$ cat src/rtl/fetch_unit.sv
// Instruction fetch unit: issues word-aligned requests to instruction memory,
// holds one fetched instruction for decode, and follows execute-stage redirects.
module fetch_unit #(
    parameter logic [31:0] RESET_PC = 32'h0000_0000,
    parameter int unsigned PC_STEP  = 4
) (
    input  logic        clk,
    input  logic        rst_n,
    input  logic        branch,
    input  logic        zero_flag,
    input  logic [31:0] pc_branch,
    output logic        imem_req,
    output logic [31:0] imem_addr,
    input  logic        imem_ack,
    input  logic [31:0] imem_rdata,
    output logic        inst_valid,
    output logic [31:0] inst,
    output logic [31:0] pc,
    input  logic        inst_ready
);

    localparam logic [1:0] ST_IDLE  = 2'd0;
    localparam logic [1:0] ST_FETCH = 2'd1;
    localparam logic [1:0] ST_HOLD  = 2'd2;
    localparam logic [1:0] ST_DRAIN = 2'd3;

    logic [1:0]  state_reg;
    logic        armed_reg;
    logic [31:0] next_pc_reg;
    logic [31:0] imem_addr_reg;
    logic        imem_req_reg;
    logic        inst_valid_reg;
    logic [31:0] inst_reg;
    logic [31:0] pc_reg;

    logic        redirect;
    logic [31:0] target_aligned;
    logic [31:0] seq_pc;

    assign redirect       = branch & zero_flag;
    assign target_aligned = {pc_branch[31:2], 2'b00};
    assign seq_pc         = pc_reg + 32'(PC_STEP);

    // Every transition that starts a new request loads imem_addr and imem_req
    // directly, so the request is visible the cycle after the decision.
    always_ff @(posedge clk or negedge rst_n) begin
        if (!rst_n) begin
            state_reg      <= ST_IDLE;
            armed_reg      <= 1'b0;
            next_pc_reg    <= RESET_PC;
            imem_addr_reg  <= RESET_PC;
            imem_req_reg   <= 1'b0;
            inst_valid_reg <= 1'b0;
            inst_reg       <= 32'h0000_0000;
            pc_reg         <= RESET_PC;
        end else begin
            case (state_reg)
                ST_IDLE: begin
                    // One settle cycle after reset release before the first request.
                    armed_reg <= 1'b1;
                    if (armed_reg) begin
                        state_reg     <= ST_FETCH;
                        imem_req_reg  <= 1'b1;
                        imem_addr_reg <= next_pc_reg;
                    end
                end

                ST_FETCH: begin
                    if (imem_ack && redirect) begin
                        next_pc_reg   <= target_aligned;
                        imem_addr_reg <= target_aligned;
                    end else if (imem_ack) begin
                        inst_reg       <= imem_rdata;
                        pc_reg         <= imem_addr_reg;
                        imem_req_reg   <= 1'b0;
                        inst_valid_reg <= 1'b1;
                        state_reg      <= ST_HOLD;
                    end else if (redirect) begin
                        next_pc_reg <= target_aligned;
                        state_reg   <= ST_DRAIN;
                    end
                end

                ST_DRAIN: begin
                    // The outstanding request keeps its address until acked; its data is stale.
                    if (imem_ack) begin
                        if (redirect) begin
                            next_pc_reg   <= target_aligned;
                            imem_addr_reg <= target_aligned;
                        end else begin
                            imem_addr_reg <= next_pc_reg;
                        end
                        state_reg <= ST_FETCH;
                    end else if (redirect) begin
                        next_pc_reg <= target_aligned;
                    end
                end

                ST_HOLD: begin
                    if (redirect) begin
                        next_pc_reg    <= target_aligned;
                        imem_addr_reg  <= target_aligned;
                        imem_req_reg   <= 1'b1;
                        inst_valid_reg <= 1'b0;
                        state_reg      <= ST_FETCH;
                    end else if (inst_ready) begin
                        next_pc_reg    <= seq_pc;
                        imem_addr_reg  <= seq_pc;
                        imem_req_reg   <= 1'b1;
                        inst_valid_reg <= 1'b0;
                        state_reg      <= ST_FETCH;
                    end
                end

                default: begin
                    state_reg      <= ST_IDLE;
                    imem_req_reg   <= 1'b0;
                    inst_valid_reg <= 1'b0;
                end
            endcase
        end
    end

    assign imem_req   = imem_req_reg;
    assign imem_addr  = imem_addr_reg;
    assign inst_valid = inst_valid_reg;
    assign inst       = inst_reg;
    assign pc         = pc_reg;

endmodule

$ cat config.mk
export PLATFORM = sky130hd
export DESIGN_NAME = fetch_unit
export DESIGN_NICKNAME = d
export VERILOG_FILES = /design/src/rtl/fetch_unit.sv
export SDC_FILE = /design/constraint.sdc
export NUM_CORES = 1
export LEC_CHECK = 0
export CORE_ASPECT_RATIO = 1.1
export CORE_MARGIN = 3
export CORE_UTILIZATION = 40
export CTS_BUF_LIST = sky130_fd_sc_hd__clkbuf_4 sky130_fd_sc_hd__clkbuf_8
export DETAILED_ROUTE_END_ITERATION = 12
export PLACE_DENSITY_LB_ADDON = 0.3
export SETUP_SLACK_MARGIN = 0.4
export SKIP_LAST_GASP = 1
export SYNTH_ARGS = -nofsm -noshare
export SYNTH_HDL_FRONTEND = slang
export SYNTH_SLANG_ARGS = --single-unit
$ cat constraint.sdc
create_clock -name clk -period 5.2 [get_ports clk]
set_input_delay 0.52 -clock clk [delete_from_list [all_inputs] [get_ports clk]]
set_output_delay 0.52 -clock clk [all_outputs]
set_load 0.05 [all_outputs]
==> qor.csv, run 1 <==
stage;metric;value;unit
floorplanning;io-pin-count;168;
detailed_routing;wl_met3;2080;µm
cts;cts-buffers-inserted;17;
synth;netlist_area;7180;µm²
sta;drv_slew;0;
critical_path;start_kind;flop;
sta;fin_crit_sh;58.3;%
cts;root_buffer;clkbuf_8;
cts;h-tree-depth;4;
cts;cts.sinks;133;
synth;synthCells;730;
finish;fin_cells;1123;
min_path;min_path_type;input port to asynchronous set/reset pin;
sta;setup-violations-final;0;
sta;clock.fmax;330;MHz
critical_path;cp_max_fo;41;
detailed_routing;m1WireLength;8950;µm
synth;synthesis.nets;801;
finish;utilization;53.9;%
detailed_routing;top_layer;met4;
placement;postPlaceCellArea;8970;µm²
synth;synth.most_common_cell;dfrtp_1;
detailed_routing;via_count;6441;
sta;fin_crit;3.03;ns
cts;cts_tree;built;
synth;ys_seq_area_share;46.3;%
critical_path;cp.required;5.54;ns
cts;clk_pin_slew;0.08;ns
placement;gp_congestion;0.858;
synth;synth_enable_flop_cells;0;
grt;grt_pass1_wl;34900;µm
finish;fillers;1621;
detailed_routing;first_pass_iters;7;
grt;antenna_found_initial;0;
synth;ys.flop_type;dfrtp_1;
power_and_ir_drop;leakagePower;3.77;nW
sta;tightest_slew;1.01;ns
floorplanning;die_y;147;µm
synth;synth.top_cells.by_count;dfrtp_1, nand2_1, mux2_2, o21ai_0, nor2_1;
synth;syn_area_per_cell;9.84;µm²
synth;yosys-top-cells-area;dfrtp_1, mux2_2, nand2_1, o21ai_0, a21oi_1;
detailed_routing;routed-wl-met2;10100;µm
sta;finClkSkew;0.0150;ns
synth;ys_warn_count;0;
cts;clk-insertion-delay-late;0.46;ns
floorplanning;start_util;41.5;%
finish;stdcell_area;9350;µm²
critical_path;reg2regPathDepth;4;
sta;rsz0062_at_grt;no;
floorplanning;dieWidth;134;µm
cts;cts_resized;0;
sta;hold_viol;0;
finish;area_delta_synth_final;30.1;%
status;status;finished, final reports clean;
detailed_routing;detail-route-antenna-nets;0;
placement;port_buffers;165;
critical_path;cp_data_arrival_time;3.37;ns
sta;timing.max_slew.rel_slack;31.8;%
detailed_routing;wl_per_cell;19.2;µm
critical_path;endpoint_kind;flop;
finish;final_net_count;947;
grt;grt_pass1_vias;6487;
grt;grt_use_total;22.2;%
critical_path;critPathKind;flop to flop;
job;cap_violations;0;
floorplanning;core;17300;µm²
placement;dp.cells;1091;
detailed_routing;viasPerCell;5.74;
synth;synth_top_area_cell;dfrtp_1;
grt;grt_max_degree;96;
synth;ys_types;67;
floorplanning;rows;50;
cts;cts_setup_buffers;0;
sta;setup_tns;0;ns
grt;grt_overflow;0;
cts;clock_path_buffers;2;
detailed_routing;drc;0;
power_and_ir_drop;vdd_drop_max;0.350;mV
critical_path;r2r_setup_slack;2.17;ns
synth;synth-seq-cells;133;
power_and_ir_drop;power.density;716;nW/µm²
finish;antennaDiodeCount;0;
cts;cts_hold_buffers;0;
detailed_routing;routed_wl;21600;µm
floorplanning;die-area;19600;µm²
synth;yosysTopAreaCellShare;46.3;%
synth;async_reset_ff_share;100;%
placement;hpwl;14700;µm
finish;drive_gt1_share;15.5;%
detailed_routing;drt_iter0_markers;519;
-- cells by family after synthesis --
| kind of cell | count (synthesis) | share of synthesized area [%] |
|---|---|---|
| multiplexers | 85 | 13.1 |
| XOR/XNOR | 11 | 1.34 |
| AO/OA/AOI/OAI | 202 | 18.5 |
| AND/OR/NAND/NOR | 237 | 16.3 |
| adder cells (fa/ha/maj) | 1 | 0.174 |
| buffers and inverters | 61 | 4.25 |
| flip-flops | 133 | 46.3 |
-- per-stage QoR --
step | worst slack [ns] | hold WS, ns | total power (W)
2_1_floorplan | 3.04 | 0.224 | 0.00460
3_3_place_gp | 1.94 | 0.465 | 0.00579
3_5_place_dp | 1.86 | 0.471 | 0.00585
4_1_cts | 2.16 | 0.183 | 0.00672
5_1_grt | 2.03 | 0.195 | 0.00707
6_report | 2.17 | 0.137 | 0.00669
-- metal layers --
metal	vias to the layer above	global-route usage, %
li1	2998	-
met1	3103	28.3
met2	301	36.1
met3	39	6.48
met4	0	7.36
met5	-	0
-- worst paths after layout --
| kind | start | to |
|---|---|---|
| worst max-delay path | state_reg[1] | inst[3] |
| min in group clk | next_pc_reg[6] | next_pc_reg[6] |
| worst min-delay path | rst_n | pc[12] |
| worst min register to register | next_pc_reg[6] | next_pc_reg[6] |
| max in group asynchronous | rst_n | pc[28] |
| worst max register to register | state_reg[1] | inst[3] |
-- cells in the final DEF, fill, tap and decap left out, types with 8 or more instances in the layout --
cell	netlist	layout
clkdlybuf4s50_1	0	164
dfrtp_1	133	131
nand2_1	80	80
mux2_2	71	71
o21ai_0	46	46
nor2_1	43	43
a21oi_1	41	41
nand3_1	27	27
nor3_1	19	19
clkbuf_8	3	17
mux2i_1	14	14
buf_4	1	13
o211ai_1	12	12
a22oi_1	11	11
nand4_1	10	10
inv_1	10	10
o21ai_1	11	10
a211oi_1	9	9
nor4_1	9	9
o22ai_1	9	9
and2_1	8	8
xnor2_1	8	8
-- power by group --
part | internal [W] | total, W | switching (W)
Combinational | 0.00141 | 0.00379 | 0.00239
Sequential | 0.00152 | 0.00205 | 0.000525
Clock | 0.000387 | 0.000850 | 0.000463
-- layout make-up --
type                    count  area [µm²]  area share, %
clock buffers              17         234           2.50
clock inverters            15         148           1.58
inverters                  10        37.5          0.402
multi-input cells         536        3550           38.0
flip-flops and latches    133        3330           35.6
well taps                 234         293           3.13
repair buffers            178        1750           18.7
-- worst max-delay path: stages, from the launching register on --
cell and delay, ns:
dfrtp_2 0.87, buf_4 0.41, or3_2 0.62, buf_4 0.56
mux2_2 0.40
Power figures use the tool's default switching activity.
==> run 2: changes to the inputs <==
Clock period 5.2 ns to 2.9 ns, I/O delays scaled along.
==> qor.csv, run 2 (synthesis gave the netlist of run 1 again) <==
stage;metric;value;unit;change
power_and_ir_drop;combinationalPowerShare;55.4;%;was 56.7%
floorplanning;die_y;147;µm;unchanged
cts;cts.sinks;133;;unchanged
detailed_routing;top_layer;met4;;unchanged
critical_path;start_kind;flop;;unchanged
critical_path;cp_data_arrival_time;2.61;ns;was 3.37 ns
sta;setup-violations-final;0;;unchanged
power_and_ir_drop;leakagePower;3.93;nW;was 3.77 nW
sta;setup_tns;0;ns;unchanged
cts;h-tree-depth;4;;unchanged
detailed_routing;via_count;6579;;was 6441
grt;grt_pass1_wl;34800;µm;was 34900 µm
placement;place_ws;0.408;ns;was 1.86 ns
detailed_routing;routed_wl;21800;µm;was 21600 µm
floorplanning;die-area;19600;µm²;unchanged
critical_path;reg2regPathDepth;6;;was 4
cts;root_buffer;clkbuf_8;;unchanged
detailed_routing;detail-route-antenna-nets;0;;unchanged
sta;timing.max_slew.rel_slack;50.9;%;was 31.8%
critical_path;reg2reg_from;pc[2];;was state_reg[1]
placement;hpwl;14800;µm;was 14700 µm
sta;finClkSkew;0.0114;ns;was 0.0150 ns
power_and_ir_drop;power.density;1310;nW/µm²;was 716 nW/µm²
power_and_ir_drop;seqPwrFrac;29.1;%;was 30.6%
finish;final_common_cell;clkdlybuf4s50_1;;unchanged
cts;clk_pin_slew;0.08;ns;about the same
placement;port_buffers;165;;unchanged
finish;antennaDiodeCount;0;;unchanged
sta;fin_ws;0.603;ns;was 2.17 ns
grt;grt_use_total;22.2;%;about the same
critical_path;critPathKind;flop to flop;;unchanged
grt;antenna_found_initial;0;;unchanged
cts;clock_path_buffers;2;;unchanged
finish;drive_gt1_share;16.8;%;was 15.5%
finish;area_delta_synth_final;34.1;%;was 30.1%
critical_path;crit_end;next_pc_reg[24];;was inst[3]
cts;clk-insertion-delay-late;0.46;ns;about the same
detailed_routing;routed-wl-met2;10000;µm;was 10100 µm
power_and_ir_drop;switching_power;0.00602;W;was 0.00337 W
grt;grt_overflow;0;;unchanged
power_and_ir_drop;vdd_drop_max;0.744;mV;was 0.350 mV
finish;final_cell_mix;clkdlybuf4s50_1, dfrtp_1, nand2_1, mux2_2, o21ai_0;;unchanged
sta;hold_viol;0;;unchanged
power_and_ir_drop;p_int;0.00656;W;was 0.00332 W
detailed_routing;viasPerCell;5.78;;was 5.74
detailed_routing;wl_per_cell;19.1;µm;was 19.2 µm
critical_path;cp_max_fo;8;;was 41
sta;drv_slew;0;;unchanged
critical_path;rr_endpoint;next_pc_reg[24];;was inst[3]
grt;grt_max_degree;76;;was 96
status;status;finished, final reports clean;;unchanged
detailed_routing;m1WireLength;9340;µm;was 8950 µm
critical_path;endpoint_kind;flop;;unchanged
detailed_routing;wl_met3;1950;µm;was 2080 µm
finish;final_net_count;963;;was 947
sta;fin_crit_sh;79.2;%;was 58.3%
power_and_ir_drop;p_sw_share;47.9;%;was 50.4%
grt;grt_pass1_vias;6382;;was 6487
job;cap_violations;0;;unchanged
cts;cts_tree;built;;unchanged
floorplanning;dieWidth;134;µm;unchanged
min_path;min_path_type;input port to asynchronous set/reset pin;;unchanged
floorplanning;start_util;41.5;%;unchanged
detailed_routing;drt_iter0_markers;521;;was 519
detailed_routing;drc;0;;unchanged
detailed_routing;first_pass_iters;5;;was 7
floorplanning;core;17300;µm²;unchanged
sta;fin_crit;2.30;ns;was 3.03 ns
sta;clock.fmax;435;MHz;was 330 MHz
critical_path;cp.required;3.22;ns;was 5.54 ns
sta;tightest_slew;0.736;ns;was 1.01 ns
critical_path;critical_path.startpoint;pc[2];;was state_reg[1]
cts;cts-buffers-inserted;17;;unchanged
placement;gp_congestion;0.864;;was 0.858
floorplanning;io-pin-count;168;;unchanged
cts;cts_setup_buffers;0;;unchanged
sta;rsz0062_at_grt;no;;unchanged
power_and_ir_drop;p_clk_share;15.5;%;was 12.7%
floorplanning;rows;50;;unchanged
critical_path;r2r_setup_slack;0.60;ns;was 2.17 ns
[run 2: worst min path at each step]
stage	from	end	slack, ns	cells past startpoint
after global placement	rst_n	next_pc_reg[12]	0.38	1
after detailed placement	rst_n	imem_addr[13]	0.38	1
after CTS	imem_rdata[29]	inst[29]	0.42	2
after floorplan	rst_n	armed_reg	-0.006	0
final	rst_n	pc[9]	0.42	2
after global routing	imem_rdata[17]	inst[17]	0.43	2
[run 2: cell type report]
| type | count | area, µm² |
|---|---|---|
| Clock buffer | 20 | 275 |
| Clock inverter | 12 | 223 |
| Fill cell | 1552 | 7690 |
| Inverter | 10 | 37.5 |
| Multi-Input combinational cell | 536 | 3550 |
| Sequential cell | 133 | 3330 |
| Tap cell | 234 | 293 |
| Timing Repair Buffer | 194 | 1920 |
[run 2: repair_timing]
action                     CTS  global route
setup endpoints to repair    0             2
resized for setup            0             1
hold buffers                 1             0
hold endpoints to repair    73             0
[run 2: power groups by stage]
stage	clock network, W	registers, W	logic [W]
2_1_floorplan	0	0.00563	0.00262
3_3_place_gp	0	0.00364	0.00689
3_5_place_dp	0	0.00368	0.00697
4_1_cts	0.00199	0.00364	0.00700
5_1_grt	0.00206	0.00380	0.00740
6_report	0.00195	0.00366	0.00698
[run 2: critical path: stages (launching register included)]
cell	delay, ns
dfrtp_1	0.50
ha_1	0.29
nand4_1	0.34
nor3_2	0.39
a31oi_1	0.13
o21ai_0	0.37
nand3_1	0.14
[run 2: stage by stage]
stage          total power [W]  cell area [µm²]  hold slack [ns]  util [%]  std cells
6_report                0.0126             9640            0.424      55.6       1139
5_1_grt                 0.0133             9640            0.429      55.6       1139
4_1_cts                 0.0126             9630            0.417      55.6       1139
3_5_place_dp            0.0106             9130            0.376      52.7       1106
3_3_place_gp            0.0105             9130            0.378      52.7       1106
2_1_floorplan          0.00825             7180         -0.00559         -        730
[run 2: layer usage]
| layer | track usage (%) | vias up |
|---|---|---|
| met3 | 6.89 | 44 |
| met2 | 35.0 | 306 |
| met4 | 6.94 | 0 |
| li1 | - | 3018 |
| met1 | 29.4 | 3211 |
| met5 | 0 | - |
==> run 3: changes to the inputs <==
Clock period 2.9 ns to 2.3 ns, I/O delays scaled along.
==> qor.csv, run 3 (synthesis gave the netlist of run 1 again) <==
stage;metric;value;unit;change
critical_path;rr_endpoint;imem_addr[21];;was next_pc_reg[24]
sta;hold_viol;0;;unchanged
detailed_routing;detail-route-antenna-nets;0;;unchanged
sta;tightest_slew;0.884;ns;was 0.736 ns
cts;clock_path_buffers;2;;unchanged
critical_path;start_kind;flop;;unchanged
grt;grt_max_degree;59;;was 76
critical_path;r2r_setup_slack;0.43;ns;was 0.60 ns
floorplanning;core;17300;µm²;unchanged
finish;final_net_count;1001;;was 963
finish;final_cell_mix;dfrtp_1, nand2_1, clkdlybuf4s50_1, mux2_2, dlygate4sd2_1;;was clkdlybuf4s50_1, dfrtp_1, nand2_1, mux2_2, o21ai_0
power_and_ir_drop;p_clk_share;13.4;%;was 15.5%
power_and_ir_drop;seqPwrFrac;28.9;%;was 29.1%
placement;port_buffers;165;;unchanged
placement;gp_congestion;0.945;;was 0.864
critical_path;cp_data_arrival_time;2.25;ns;was 2.61 ns
placement;hpwl;15500;µm;was 14800 µm
sta;finClkSkew;0.00832;ns;was 0.0114 ns
grt;antenna_found_initial;0;;unchanged
power_and_ir_drop;vdd_drop_max;0.823;mV;was 0.744 mV
finish;area_delta_synth_final;39.3;%;was 34.1%
cts;root_buffer;clkbuf_8;;unchanged
sta;timing.max_slew.rel_slack;40.9;%;was 50.9%
finish;final_common_cell;dfrtp_1;;was clkdlybuf4s50_1
detailed_routing;wl_per_cell;18.8;µm;was 19.1 µm
finish;antennaDiodeCount;0;;unchanged
power_and_ir_drop;combinationalPowerShare;57.7;%;was 55.4%
critical_path;critical_path.startpoint;state_reg[0];;was pc[2]
finish;drive_gt1_share;24.6;%;was 16.8%
detailed_routing;drt_iter0_markers;605;;was 521
cts;cts_tree;built;;unchanged
floorplanning;io-pin-count;168;;unchanged
sta;clock.fmax;534;MHz;was 435 MHz
grt;grt_use_total;22.6;%;was 22.2%
floorplanning;start_util;41.5;%;unchanged
cts;clk_pin_slew;0.08;ns;about the same
critical_path;cp.required;2.67;ns;was 3.22 ns
job;cap_violations;0;;unchanged
sta;drv_slew;0;;unchanged
status;status;finished, final reports clean;;unchanged
cts;cts.sinks;133;;unchanged
cts;clk-insertion-delay-late;0.46;ns;about the same
min_path;min_path_type;input port to asynchronous set/reset pin;;unchanged
critical_path;critPathKind;flop to flop;;unchanged
critical_path;reg2regPathDepth;6;;unchanged
floorplanning;dieWidth;134;µm;unchanged
critical_path;endpoint_kind;flop;;unchanged
grt;grt_overflow;0;;unchanged
detailed_routing;routed_wl;22100;µm;was 21800 µm
floorplanning;die_y;147;µm;unchanged
sta;setup-violations-final;0;;unchanged
critical_path;cp_max_fo;6;;was 8
detailed_routing;viasPerCell;5.75;;was 5.78
power_and_ir_drop;p_sw_share;49.5;%;was 47.9%
grt;grt_pass1_wl;35300;µm;was 34800 µm
grt;grt_pass1_vias;6610;;was 6382
sta;fin_crit;1.87;ns;was 2.30 ns
critical_path;reg2reg_from;state_reg[0];;was pc[2]
detailed_routing;via_count;6764;;was 6579
floorplanning;rows;50;;unchanged
cts;cts-buffers-inserted;17;;unchanged
sta;fin_crit_sh;81.4;%;was 79.2%
floorplanning;die-area;19600;µm²;unchanged
detailed_routing;drc;0;;unchanged
power_and_ir_drop;leakagePower;4.42;nW;was 3.93 nW
sta;rsz0062_at_grt;yes;;was no
power_and_ir_drop;switching_power;0.00772;W;was 0.00602 W
cts;h-tree-depth;4;;unchanged
power_and_ir_drop;p_int;0.00789;W;was 0.00656 W
detailed_routing;first_pass_iters;5;;unchanged
finish;utilization;57.7;%;was 55.6%
power_and_ir_drop;power.density;1560;nW/µm²;was 1310 nW/µm²
sta;setup_tns;0;ns;unchanged
-- run 3: per-stage QoR --
step                      cells  total power, W  area (µm²)  setup WS, ns  hold slack (ns)
after global routing       1177          0.0165       10000         0.346            0.340
after global placement     1125          0.0136        9370        0.0934            0.243
after detailed placement   1125          0.0137        9370        0.0643            0.239
after floorplan             730          0.0105        7240         0.391          -0.0656
after CTS                  1162          0.0155        9770         0.390            0.314
final                      1177          0.0156       10000         0.427            0.310
-- run 3: power groups by stage --
stage	Sequential (W)	Clock, W	Combinational (W)
floorplan	0.00715	0	0.00332
global placement	0.00453	0	0.00903
detailed placement	0.00458	0	0.00912
CTS	0.00452	0.00214	0.00885
global route	0.00469	0.00223	0.00961
finish	0.00451	0.00209	0.00902
-- run 3: worst max-delay path by stage --
stage	endpoint	slack, ns	cells past startpoint
after detailed placement	imem_addr[19]	0.06	7
after CTS	imem_addr[18]	0.39	7
after floorplan	imem_addr[21]	0.39	6
final	imem_addr[21]	0.43	6
after global routing	imem_addr[25]	0.35	6
after global placement	imem_addr[8]	0.09	6
-- run 3: final cells by class --
cell class / instances / area (µm²)
clock inverter: 15 / 181
fill: 1540 / 7330
timing repair buffer: 232 / 2250
inverter: 10 / 41.3
multi-input combinational: 536 / 3650
clock buffer: 17 / 234
sequential: 133 / 3360
tap: 234 / 293
-- run 3: critical path: stages, from the launching register on --
cell and delay (ns):
dfrtp_2 0.47, buf_6 0.15, and2b_2 0.21, nand2_2 0.08
or4_4 0.50, and3_4 0.19, a311oi_2 0.19
-- run 3: repair_timing --
| item | in CTS | in global routing |
|---|---|---|
| buffers inserted | 4 | 15 |
| pin swaps | 2 | 6 |
| hold buffers | 1 | 0 |
| resized for setup | 75 | 42 |
| hold endpoints to repair | 54 | 0 |
| endpoints found under the setup margin | 91 | 68 |
-- run 3: routing by layer --
layer	vias to the layer above	part of all wire [%]	track usage (%)
met5	-	0	0
met4	0	2.2	7.15
met3	47	9.9	7.55
met2	333	46	35.9
met1	3282	42	29.2
li1	3102	-	-
